--- config.mk ---
export PLATFORM = sky130hd
export DESIGN_NAME = gmii_framer
export DESIGN_NICKNAME = d
export VERILOG_FILES = /design/src/rtl/gmii_pkg.sv /design/src/rtl/gmii_crc32.sv /design/src/rtl/gmii_framer.sv
export SDC_FILE = /design/constraint.sdc
export NUM_CORES = 1
export LEC_CHECK = 0
export CORE_ASPECT_RATIO = 1.1
export CORE_UTILIZATION = 50
export CTS_CLUSTER_DIAMETER = 150
export DETAILED_ROUTE_END_ITERATION = 6
export PLACE_DENSITY = 0.72
export SYNTH_ARGS = -nofsm -noshare
export SYNTH_HDL_FRONTEND = slang
export SYNTH_SLANG_ARGS = --single-unit
--- constraint.sdc ---
create_clock -name rx_clk -period 7.2 [get_ports rx_clk]
set_input_delay 0.72 -clock rx_clk [delete_from_list [all_inputs] [get_ports rx_clk]]
set_output_delay 0.72 -clock rx_clk [all_outputs]
set_load 0.03 [all_outputs]
--- src/rtl/gmii_pkg.sv ---
// gmii_pkg: shared GMII framer constants, state encoding and CRC-32 byte step
package gmii_pkg;
  localparam logic [7:0] GMII_PREAMBLE = 8'h55;
  localparam logic [7:0] GMII_SFD = 8'hD5;
  localparam logic [31:0] CRC32_POLY = 32'hEDB88320;
  localparam logic [31:0] CRC32_INIT = 32'hFFFFFFFF;
  typedef enum logic [3:0] {
    S_IDLE, S_PRE, S_SFD, S_DATA, S_PAD, S_FCS, S_ABORT, S_DRAIN, S_IPG
  } state_t;
  function automatic logic [31:0] crc32_byte(input logic [31:0] crc, input logic [7:0] d);
    logic [31:0] c;
    c = crc ^ {24'h0, d};
    for (int i = 0; i < 8; i++) c = c[0] ? (c >> 1) ^ CRC32_POLY : c >> 1;
    return c;
  endfunction
endpackage

--- src/rtl/gmii_crc32.sv ---
// gmii_crc32: registered reflected CRC-32 accumulator, one byte per enabled cycle
module gmii_crc32
  import gmii_pkg::*;
(
  input  logic        rx_clk,
  input  logic        reset,
  input  logic        init,
  input  logic        en,
  input  logic [7:0]  data,
  output logic [31:0] crc
);
  always_ff @(posedge rx_clk)
    crc <= (reset || init) ? CRC32_INIT : en ? crc32_byte(crc, data) : crc;
endmodule

--- src/rtl/gmii_framer.sv ---
// gmii_framer: byte stream to GMII frames with preamble, SFD, padding, FCS and inter-packet gap
module gmii_framer
  import gmii_pkg::*;
#(
  parameter int PRE_LEN = 7,
  parameter int IPG_LEN = 12,
  parameter int MIN_LEN = 60,
  parameter int PAD_EN  = 1,
  parameter int FCS_EN  = 1,
  parameter int CNT_W   = 32
) (
  input  logic             rx_clk,
  input  logic             reset,
  input  logic             c_srdy,
  output logic             c_drdy,
  input  logic [7:0]       c_data,
  input  logic             c_eop,
  output logic [7:0]       rxd,
  output logic             rx_dv,
  output logic             rx_er,
  output logic             busy,
  output logic [CNT_W-1:0] frame_cnt,
  output logic [CNT_W-1:0] underrun_cnt
);
  localparam logic [15:0] PRE_LAST = 16'(PRE_LEN - 1);
  localparam logic [15:0] IPG_LAST = 16'(IPG_LEN - 1);
  localparam logic [15:0] MIN_L = 16'(MIN_LEN);
  localparam logic [CNT_W-1:0] ONE = CNT_W'(1);
  localparam state_t END_ST = (FCS_EN != 0) ? S_FCS : S_IPG;
  state_t state;
  logic [15:0] cnt, len, len_nx;
  logic [31:0] crc;
  logic [7:0] fcs_byte;
  logic crc_en, pad_go, pad_done;
  always_comb begin
    c_drdy = state == S_DATA || state == S_DRAIN;
    busy = state != S_IDLE;
    len_nx = &len ? len : len + 16'd1;
    pad_go = PAD_EN != 0 && len_nx < MIN_L;
    pad_done = len_nx >= MIN_L;
    crc_en = (state == S_DATA && c_srdy) || state == S_PAD;
    fcs_byte = 8'(~crc >> {cnt[1:0], 3'b000});
  end
  gmii_crc32 u_crc (
    .rx_clk(rx_clk),
    .reset(reset),
    .init(state == S_IDLE),
    .en(crc_en),
    .data(state == S_PAD ? 8'h00 : c_data),
    .crc(crc)
  );
  always_ff @(posedge rx_clk) begin
    if (reset) begin
      state <= S_IDLE;
      cnt <= '0;
      len <= '0;
      rxd <= '0;
      rx_dv <= 1'b0;
      rx_er <= 1'b0;
      frame_cnt <= '0;
      underrun_cnt <= '0;
    end else begin
      rxd <= '0;
      rx_dv <= 1'b0;
      rx_er <= 1'b0;
      case (state)
        S_IDLE: begin
          cnt <= '0;
          len <= '0;
          if (c_srdy) state <= S_PRE;
        end
        S_PRE: begin
          rxd <= GMII_PREAMBLE;
          rx_dv <= 1'b1;
          cnt <= cnt == PRE_LAST ? '0 : cnt + 16'd1;
          if (cnt == PRE_LAST) state <= S_SFD;
        end
        S_SFD: begin
          rxd <= GMII_SFD;
          rx_dv <= 1'b1;
          state <= S_DATA;
        end
        S_DATA: begin
          rx_dv <= 1'b1;
          cnt <= '0;
          if (c_srdy) begin
            rxd <= c_data;
            len <= len_nx;
            if (c_eop) begin
              state <= pad_go ? S_PAD : END_ST;
              if (!pad_go && FCS_EN == 0) frame_cnt <= frame_cnt + ONE;
            end
          end else begin
            rx_er <= 1'b1;
            underrun_cnt <= underrun_cnt + ONE;
            state <= S_ABORT;
          end
        end
        S_PAD: begin
          rx_dv <= 1'b1;
          len <= len_nx;
          if (pad_done) begin
            state <= END_ST;
            if (FCS_EN == 0) frame_cnt <= frame_cnt + ONE;
          end
        end
        S_FCS: begin
          rxd <= fcs_byte;
          rx_dv <= 1'b1;
          cnt <= cnt[1:0] == 2'd3 ? '0 : cnt + 16'd1;
          if (cnt[1:0] == 2'd3) begin
            state <= S_IPG;
            frame_cnt <= frame_cnt + ONE;
          end
        end
        S_ABORT: state <= S_DRAIN;
        S_DRAIN: begin
          cnt <= '0;
          if (c_srdy && c_eop) state <= S_IPG;
        end
        S_IPG: begin
          cnt <= cnt + 16'd1;
          if (cnt == IPG_LAST) state <= S_IDLE;
        end
        default: state <= S_IDLE;
      endcase
    end
  end
endmodule
### After elaboration in Yosys (flattened, before gate mapping)

Cells that the tools add are included.

| word-level totals | value |
|---|---|
| latch bits | 0 |
| word-level logic and storage cells | 93 |
| memories kept | 0 |
| register bits | 142 |
| ROM bits | 0 |
| input bits | 12 |
| bits in writable memories | 0 |

| operators by class | value |
|---|---|
| multiplexer cells | 29 |
| shifts and indexed selects | 1 |
| divide/modulo/power cells | 0 |
| reductions and logical operators | 17 |
| multiply operators | 0 |
| add/sub/neg operators | 4 |
| equality and inequality tests | 19 |
| $lt $le $gt $ge | 2 |
| bitwise gates (word level) | 12 |

Operators by type and width:

| kind | number |
|---|---|
| 32-bit two-way mux | 8 |
| 13-bit NOT with 14-bit output | 8 |
| 32-bit by 1-bit adder with 32-bit output (second input constant) | 2 |
| 16-bit two-way mux | 4 |
| 16-bit case mux with 4 select lines | 1 |
| 16-bit case mux with 3 select lines | 1 |
| 4-bit case mux with 9 select lines | 1 |
| 16-bit by 1-bit adder with 16-bit output (second input constant) | 2 |
| 4-bit two-way mux | 8 |
| 32-bit NOT | 1 |
| 8-bit case mux with 4 select lines | 1 |
| 32-bit by 5-bit >> shifter with 8-bit output | 1 |
| 32-bit by 8-bit bitwise XOR with 32-bit output | 1 |
| 16-bit by 3-bit equality test with 1-bit output (second input constant) | 1 |
| 16-bit by 4-bit equality test with 1-bit output (second input constant) | 1 |
| 4-bit by 3-bit equality test with 1-bit output (second input constant) | 4 |
| 16-bit by 6-bit greater-or-equal comparator with 1-bit output (second input constant) | 1 |
| 16-bit by 6-bit less-than comparator with 1-bit output (second input constant) | 1 |
| 8-bit two-way mux | 2 |
| 16-bit AND reduction | 1 |
| 2-bit inequality test (second input constant) | 6 |
| 4-bit by 2-bit equality test with 1-bit output (second input constant) | 2 |
| 4-bit nonzero test | 2 |
| 7-bit AND reduction | 1 |
| 15 further kinds | 23 |

### Logic depth before layout (Yosys ltp)

Gate-level depths: netlist of run 1.

| logic depth | value |
|---|---|
| word-level depth | 19 |
| depth in mapped cells | 10 |
| gate-level depth less buffers | 8 |

### Cells and area by module

From an unflattened synthesis of run 1, not the netlist that was laid out.

| unflattened totals | value |
|---|---|
| cells, all modules | 876 |
| area total of the unflattened synthesis | 7790.0 µm² |

Modules (own cells, without submodules):

| module | area an instance (µm²) | cells an instance | times used | seq. area each (µm²) |
|---|---|---|---|---|
| gmii_framer | 5778.0 | 700 | 1 | 2202.1 |
| gmii_crc32 | 2011.9 | 176 | 1 | 640.6 |

### Worst setup path before layout of run 1

Ideal clock, no wire load.

| timing path | value |
|---|---|
| path kind | register to register |
| start | register cnt[0] |
| end | register cnt[12] |
| data arrival time | 2547 ps |
| path buffers | 1 |
| slack | 4582 ps |
| cell stages (with the launch flop) | 10 |
| period minus slack after synthesis | 2618 ps |
| setup time | 70 ps |
| cells stage by stage | dfxtp_1 -> buf_1 -> inv_1 -> ha_1 -> and3b_1 -> nand4_1 -> o21ai_0 -> or2_2 -> or4b_2 -> a21oi_1 |

| on the way | value |
|---|---|
| cells in the longest elaborated chain, start to end | 3 |
| elaborated cells between the ends (all ways) | 6 |

RTL lines:

| item | line | source |
|---|---|---|
| from (decl) | gmii_framer.sv:31 | `logic [15:0] cnt, len, len_nx;` |
| from (signal assigned) | gmii_framer.sv:75 | `cnt <= cnt == PRE_LAST ? '0 : cnt + 16'd1;` |
| from (signal assigned) | gmii_framer.sv:110 | `cnt <= cnt[1:0] == 2'd3 ? '0 : cnt + 16'd1;` |
| from (signal assigned) | gmii_framer.sv:122 | `cnt <= cnt + 16'd1;` |
| 16-bit by 1-bit adder with 16-bit output, or another cell as far along | gmii_framer.sv:75, gmii_framer.sv:110, gmii_framer.sv:122 |  |
| 16-bit two-way mux (on tied branches) | gmii_framer.sv:110, gmii_framer.sv:75 |  |
| 16-bit case mux with 4 select lines (*) | gmii_framer.sv:66 | `case (state)` |

Every way passes the cells marked *; elsewhere a longest branch is shown, timed or not.
A chain may end at the register's enable or synchronous reset.

### Worst setup path in the final report of run 1

| timing path | value |
|---|---|
| start | register state[1] |
| end | output busy |

| on the way | value |
|---|---|
| cells in the longest elaborated chain, start to end | 1 |

RTL lines:

| item | line | source |
|---|---|---|
| from (decl) | gmii_framer.sv:30 | `state_t state;` |
| from (signal assigned) | gmii_framer.sv:90 | `state <= pad_go ? S_PAD : END_ST;` |
| 4-bit nonzero test | gmii_framer.sv:37 | `busy = state != S_IDLE;` |
| to (decl) | gmii_framer.sv:21 | `output logic busy,` |

No other way between the ends.

==> flow_metrics.env, run 1 <==
export IMPL_worst_path_max_fanout=19
export IMPL_period_needed_ns=3.47
export IMPL_cp_slowest_stage_delay_ns=0.69
export IMPL_ys_types=65
export IMPL_rows=46
export IMPL_portBuffers=87
export IMPL_dieHeight_um=131
export IMPL_critical_path_arrival_ns=2.75
export IMPL_ant_nets=0
export IMPL_num_io_pins=88
export IMPL_synth_edf_count=0
export IMPL_clock_latency_ns=0.42
export IMPL_crit_type="flip-flop to output pin"
export IMPL_synth_warnings=0
export IMPL_drt_initial_drc_count=379
export IMPL_ys_flop_type="dfxtp_1"
export IMPL_grt_overflow=0
export IMPL_min_from="cnt[6]$_SDFFE_PP0P_"
export IMPL_finalNetCount=977
export IMPL_tritoncts="yes"
export IMPL_fp_dieArea_sq_mm=0.0157
export IMPL_holdWs_ns=0.488
export IMPL_critPathSlowestCell="clkdlybuf4s50_1"
export IMPL_cts_buffer_depth=2
export IMPL_crit_path_end_kind="output pin"
export IMPL_crit_path_cell_trace="or2_2 > nor3_1 > clkinv_1 > clkdlybuf4s50_1"
export IMPL_powerDensity_mw_per_mm2=258
export IMPL_via_per_inst=5.67
export IMPL_antenna_found_initial=0
export IMPL_regToRegStartpoint="cnt[1]$_SDFFE_PP0P_"
export IMPL_worst_pin_slew_ns=0.824
export IMPL_rsz0062_at_grt="no"
export IMPL_holdBufCountCts=0
export IMPL_cp_buffers_inverters=2
export IMPL_diodes=0
export IMPL_max_freq_mhz=288
export IMPL_async_flop_share=0
export IMPL_crit_start="state[1]$_SDFFE_PP0P_"
export IMPL_hold_class="flip-flop to flip-flop"
export IMPL_grt_pass1_vias=5955
export IMPL_firstDrtPassIters=4
export IMPL_place_congestion=0.871
export IMPL_cts_made_buffers=17
export IMPL_clock_skew_ns=0.0121
export IMPL_synth_nets=911
export IMPL_vdd_ir_drop_max_v=0.000141
export IMPL_crit_family="buffers and inverters"
export IMPL_clock_sinks=142
export IMPL_leakagePower_nw=3.08
export IMPL_cts_setup_buffers=0
export IMPL_start_util=0.519
export IMPL_yosys_area_top_type="dfxtp_1"
export IMPL_cp_data_required_time_ns=6.48
export IMPL_yosys_register_bits=142
export IMPL_synthTopCellsByArea="dfxtp_1 (37%), xnor2_1 (8.0%), xor2_1 (5.9%)"
export IMPL_maxCapViolCount=0
export IMPL_min_period_over_period=0.483
export IMPL_clk_pin_slew_ns=0.06
export IMPL_instances_no_fill=1164
export IMPL_syn2layout_area_growth_pct=21.0
export IMPL_htreeDepth=4
export IMPL_dp_hpwl_um=12700
export IMPL_num_vias=6605
export IMPL_ys_seq_area_frac=0.375
export IMPL_wl_um=18000
export IMPL_avgRoutedWirePerCell_um=15.5
export IMPL_drc=0
export IMPL_die_w_um=119
export IMPL_grt_pass1_wl_um=30000
export IMPL_netlist_area_sq_mm=0.00759
export IMPL_yosysMostFrequentCell="dfxtp_1"
export IMPL_grt_usage=0.236
export IMPL_outcome="complete, no violations"
export IMPL_coreArea_sq_mm=0.0146
export IMPL_root_buffer="clkbuf_16"
export IMPL_dpl_cell_area_sq_mm=0.00855
export IMPL_drive_gt1_frac=0.0679
export IMPL_fin_setup_tns_ns=0
export IMPL_finalSetupViolCount=0
export IMPL_synth_cells=893
export IMPL_place_inst=1132
export IMPL_syn_area_per_cell_sq_um=8.49
export IMPL_slew_viol_final=0
export IMPL_grt_max_degree=77
export IMPL_postLayoutCellArea_sq_mm=0.00918
export IMPL_critPathLaunchType="flip-flop"
export IMPL_cts_repair_resized=0
export IMPL_hold_viol=0
export IMPL_synth_common_cells="dfxtp_1 (142), nor2_1 (104), nand2_1 (82)"
export IMPL_slew_headroom=0.446
export IMPL_synth_top_area_frac=0.375
==> state kept, by name (all words and copies together) (netlist names) <==
register,count
cnt,16
frame_cnt,32
len,16
rx_dv,1
rx_er,1
rxd,8
state,4
u_crc.crc,32
underrun_cnt,32
==> final cells by class <==
type                    instances  area [sq um]
clock buffers                  21           460
inverters                      21          78.8
well taps                     192           240
repair buffers                 91           896
fillers                      1273          5440
clock inverters                11           164
flip-flops and latches        142          2840
multi-input cells             686          4500
==> placed cells by master (no fill, tap or decap), types with 6 or more instances in the layout <==
cell type and n:
a21oi_1 55, a31oi_1 11, and3_1 7, and4_1 11
clkbuf_16 17, clkdlybuf4s50_1 86, dfxtp_1 142, ha_1 6
inv_1 19, mux4_2 8, nand2_1 82, nand2b_1 8
nand3_1 34, nand4_1 24, nor2_1 104, nor3_1 40
nor4_1 8, o211ai_1 24, o21ai_0 40, or2_2 6
or3_1 19, xnor2_1 69, xor2_1 51
==> cell families (layout without fill, tap and decap cells) <==
family          Yosys count  in the layout  share of synthesized area
flops                   142            142                      0.375
compound gates          168            168                      0.138
xor+xnor                133            133                      0.175
mux                       9              9                     0.0251
fa+ha+maj                 6              6                    0.00990
buf+inv                  65            144                     0.0328
simple gates            370            370                      0.244
==> power by group <==
| group | switching (W) | leakage, nW | total (W) | internal, W |
|---|---|---|---|---|
| logic | 0.000340 | 1.63 | 0.000579 | 0.000238 |
| clock network | 0.000327 | 0.303 | 0.000923 | 0.000596 |
| registers | 0.0000541 | 1.15 | 0.000866 | 0.000812 |
==> stage by stage <==
step,total power [W],utilization,setup WS (ns)
4_1_cts,0.00238,0.628,3.77
3_3_place_gp,0.00145,0.585,4.17
2_1_floorplan,0.00132,-,4.58
5_1_grt,0.00248,0.628,3.54
6_report,0.00237,0.628,3.73
3_5_place_dp,0.00145,0.585,4.10
==> path summary, 6_finish.rpt <==
path                            slack (ns)  cells past startpoint                          to
worst max-delay path                  3.73                      4                        busy
worst min-delay path                  0.49                      2         cnt[6]$_SDFFE_PP0P_
worst max register to register        4.19                      6  frame_cnt[23]$_SDFFE_PP0P_
worst min register to register        0.49                      2         cnt[6]$_SDFFE_PP0P_
==> worst register-to-register path: stages (launching register included) <==
cell and delay (ns):
dfxtp_1 0.73, ha_1 0.52, nand4_1 0.35, or4_1 0.73
nor4_1 0.34, xnor2_1 0.16, nor2_1 0.05
==> routing by layer <==
layer | vias to the layer above | track usage | part of all wire
li1 | 3306 | - | -
met1 | 3103 | 0.332 | 0.47
met5 | - | 0 | 0
met4 | 0 | 0.0750 | 0.015
met3 | 22 | 0.0399 | 0.047
met2 | 174 | 0.367 | 0.47
No activity file was read; power rests on OpenSTA's default activity.
==> run 2, diff against run 1 <==
clock period = 3.4 ns   (was 7.2 ns; I/O delays follow)
==> flow_metrics.env, run 2 (synthesis results as in run 1) <==
export IMPL_outcome="complete, no violations"
export IMPL_start_util=0.519
export IMPL_vdd_ir_drop_max_v=0.000357
export IMPL_top_regs="frame_cnt x32, u_crc.crc x32, underrun_cnt x32"
export IMPL_dp_hpwl_um=13100
export IMPL_min_period_over_period=0.883
export IMPL_drc=0
export IMPL_die_w_um=119
export IMPL_cts_repair_resized=0
export IMPL_wl_um=18300
export IMPL_rows=46
export IMPL_crit_type="flip-flop to output pin"
export IMPL_hold_class="input pin to flip-flop"
export IMPL_avgRoutedWirePerCell_um=15.6
export IMPL_hold_viol=0
export IMPL_crit_path_cell_trace="or2_2 > nor3_1 > clkinv_1 > clkdlybuf4s50_1"
export IMPL_powerDensity_mw_per_mm2=520
export IMPL_tritoncts="yes"
export IMPL_coreArea_sq_mm=0.0146
export IMPL_cp_buffers_inverters=2
export IMPL_power_w=0.00477
export IMPL_final_cell_mix="dfxtp_1 (142), nor2_1 (104), clkdlybuf4s50_1 (86), nand2_1 (82), xnor2_1 (69)"
export IMPL_antenna_found_initial=0
export IMPL_critPathSlowestCell="clkdlybuf4s50_1"
export IMPL_fin_util=0.628
export IMPL_worst_pin_slew_ns=0.690
export IMPL_clk_pin_slew_ns=0.06
export IMPL_diodes=0
export IMPL_clock_latency_ns=0.44
export IMPL_critPathLaunchType="flip-flop"
export IMPL_register_area_sq_mm=0.00284
export IMPL_ant_nets=0
export IMPL_max_freq_mhz=333
export IMPL_rsz0062_at_grt="no"
export IMPL_htreeDepth=4
export IMPL_clock_sinks=142
export IMPL_num_io_pins=88
export IMPL_critical_path_arrival_ns=2.66
export IMPL_syn2layout_area_growth_pct=21.0
export IMPL_grt_pass1_vias=6160
export IMPL_slew_viol_final=0
export IMPL_clock_skew_ns=0.0154
export IMPL_cp_data_required_time_ns=3.06
export IMPL_cts_made_buffers=17
export IMPL_grt_overflow=0
export IMPL_firstDrtPassIters=5
export IMPL_crit_family="buffers and inverters"
export IMPL_dieHeight_um=131
export IMPL_finalSetupViolCount=0
export IMPL_portBuffers=87
export IMPL_drive_gt1_frac=0.0793
export IMPL_maxCapViolCount=0
export IMPL_place_inst=1145
export IMPL_instances_no_fill=1176
export IMPL_place_congestion=0.908
export IMPL_num_vias=6694
export IMPL_crit_path_end_kind="output pin"
export IMPL_cp_slowest_stage_delay_ns=0.69
export IMPL_fillers=1295
export IMPL_grt_max_degree=36
export IMPL_fp_dieArea_sq_mm=0.0157
export IMPL_holdWs_ns=0.414
export IMPL_cts_setup_buffers=0
export IMPL_slew_headroom=0.540
export IMPL_grt_pass1_wl_um=30900
export IMPL_worst_path_max_fanout=19
export IMPL_period_needed_ns=3.00
export IMPL_cts_buffer_depth=2
export IMPL_drt_initial_drc_count=375
export IMPL_finalNetCount=990
export IMPL_grt_usage=0.245
export IMPL_multi_input_area_sq_mm=0.00450
export IMPL_leakagePower_nw=3.09
export IMPL_fin_setup_tns_ns=0
export IMPL_final_common_cell="dfxtp_1"
export IMPL_root_buffer="clkbuf_16"
export IMPL_holdBufCountCts=0
export IMPL_via_per_inst=5.69
-- run 2: cell count changes in the layout (fill, tap and decap cells not counted) --
cell,delta
clkinv_4,+1
buf_4,+13
clkinvlp_4,+2
bufinv_16,-4
-- run 2: worst register-to-register path, cell delays in order (launching register included) --
cell and delay (ns):
dfxtp_1 0.49, or4b_1 0.80, nand2_1 0.17, xor2_1 0.43, xnor2_1 0.29, xnor3_1 0.38, o21ai_0 0.15
-- run 2: where the power goes --
group          internal [W]  leakage (nW)  switching (W)
Combinational      0.000534          1.69       0.000780
Clock              0.000960         0.251       0.000709
Sequential          0.00172          1.15      0.0000713
Total               0.00321          3.09        0.00156
-- run 2: metrics by stage --
step / worst slack (ns) / area [sq um]
2_1_floorplan: 0.782 / 7590
3_3_place_gp: 0.720 / 8650
3_5_place_dp: 0.636 / 8650
4_1_cts: 0.387 / 9180
5_1_grt: 0.233 / 9180
6_report: 0.396 / 9180
-- run 2: final timing paths --
check,slack (ns),end,start,depth (start not counted)
max,0.40,busy,state[1]$_SDFFE_PP0P_,4
min,0.41,underrun_cnt[24]$_SDFFE_PP0P_,reset,2
min reg2reg,0.49,underrun_cnt[31]$_SDFFE_PP0P_,underrun_cnt[31]$_SDFFE_PP0P_,2
max reg2reg,0.61,u_crc.crc[20]$_SDFFE_PP1P_,state[1]$_SDFFE_PP0P_,6
-- run 2: area by class of cell --
class	count	share of cell area
Tap cell	192	0.0262
Timing Repair Buffer	104	0.108
Multi-Input combinational cell	686	0.490
Inverter	21	0.00859
Sequential cell	142	0.310
Clock inverter	10	0.00736
Clock buffer	21	0.0502
-- run 2: layer usage --
| metal | routed length, um | vias up | part of all wire | global-route usage |
|---|---|---|---|---|
| li1 | - | 3337 | - | - |
| met1 | 8190 | 3152 | 0.45 | 0.315 |
| met2 | 8980 | 180 | 0.49 | 0.404 |
| met3 | 878 | 25 | 0.048 | 0.0503 |
| met4 | 286 | 0 | 0.016 | 0.0854 |
| met5 | 0 | - | 0 | 0 |
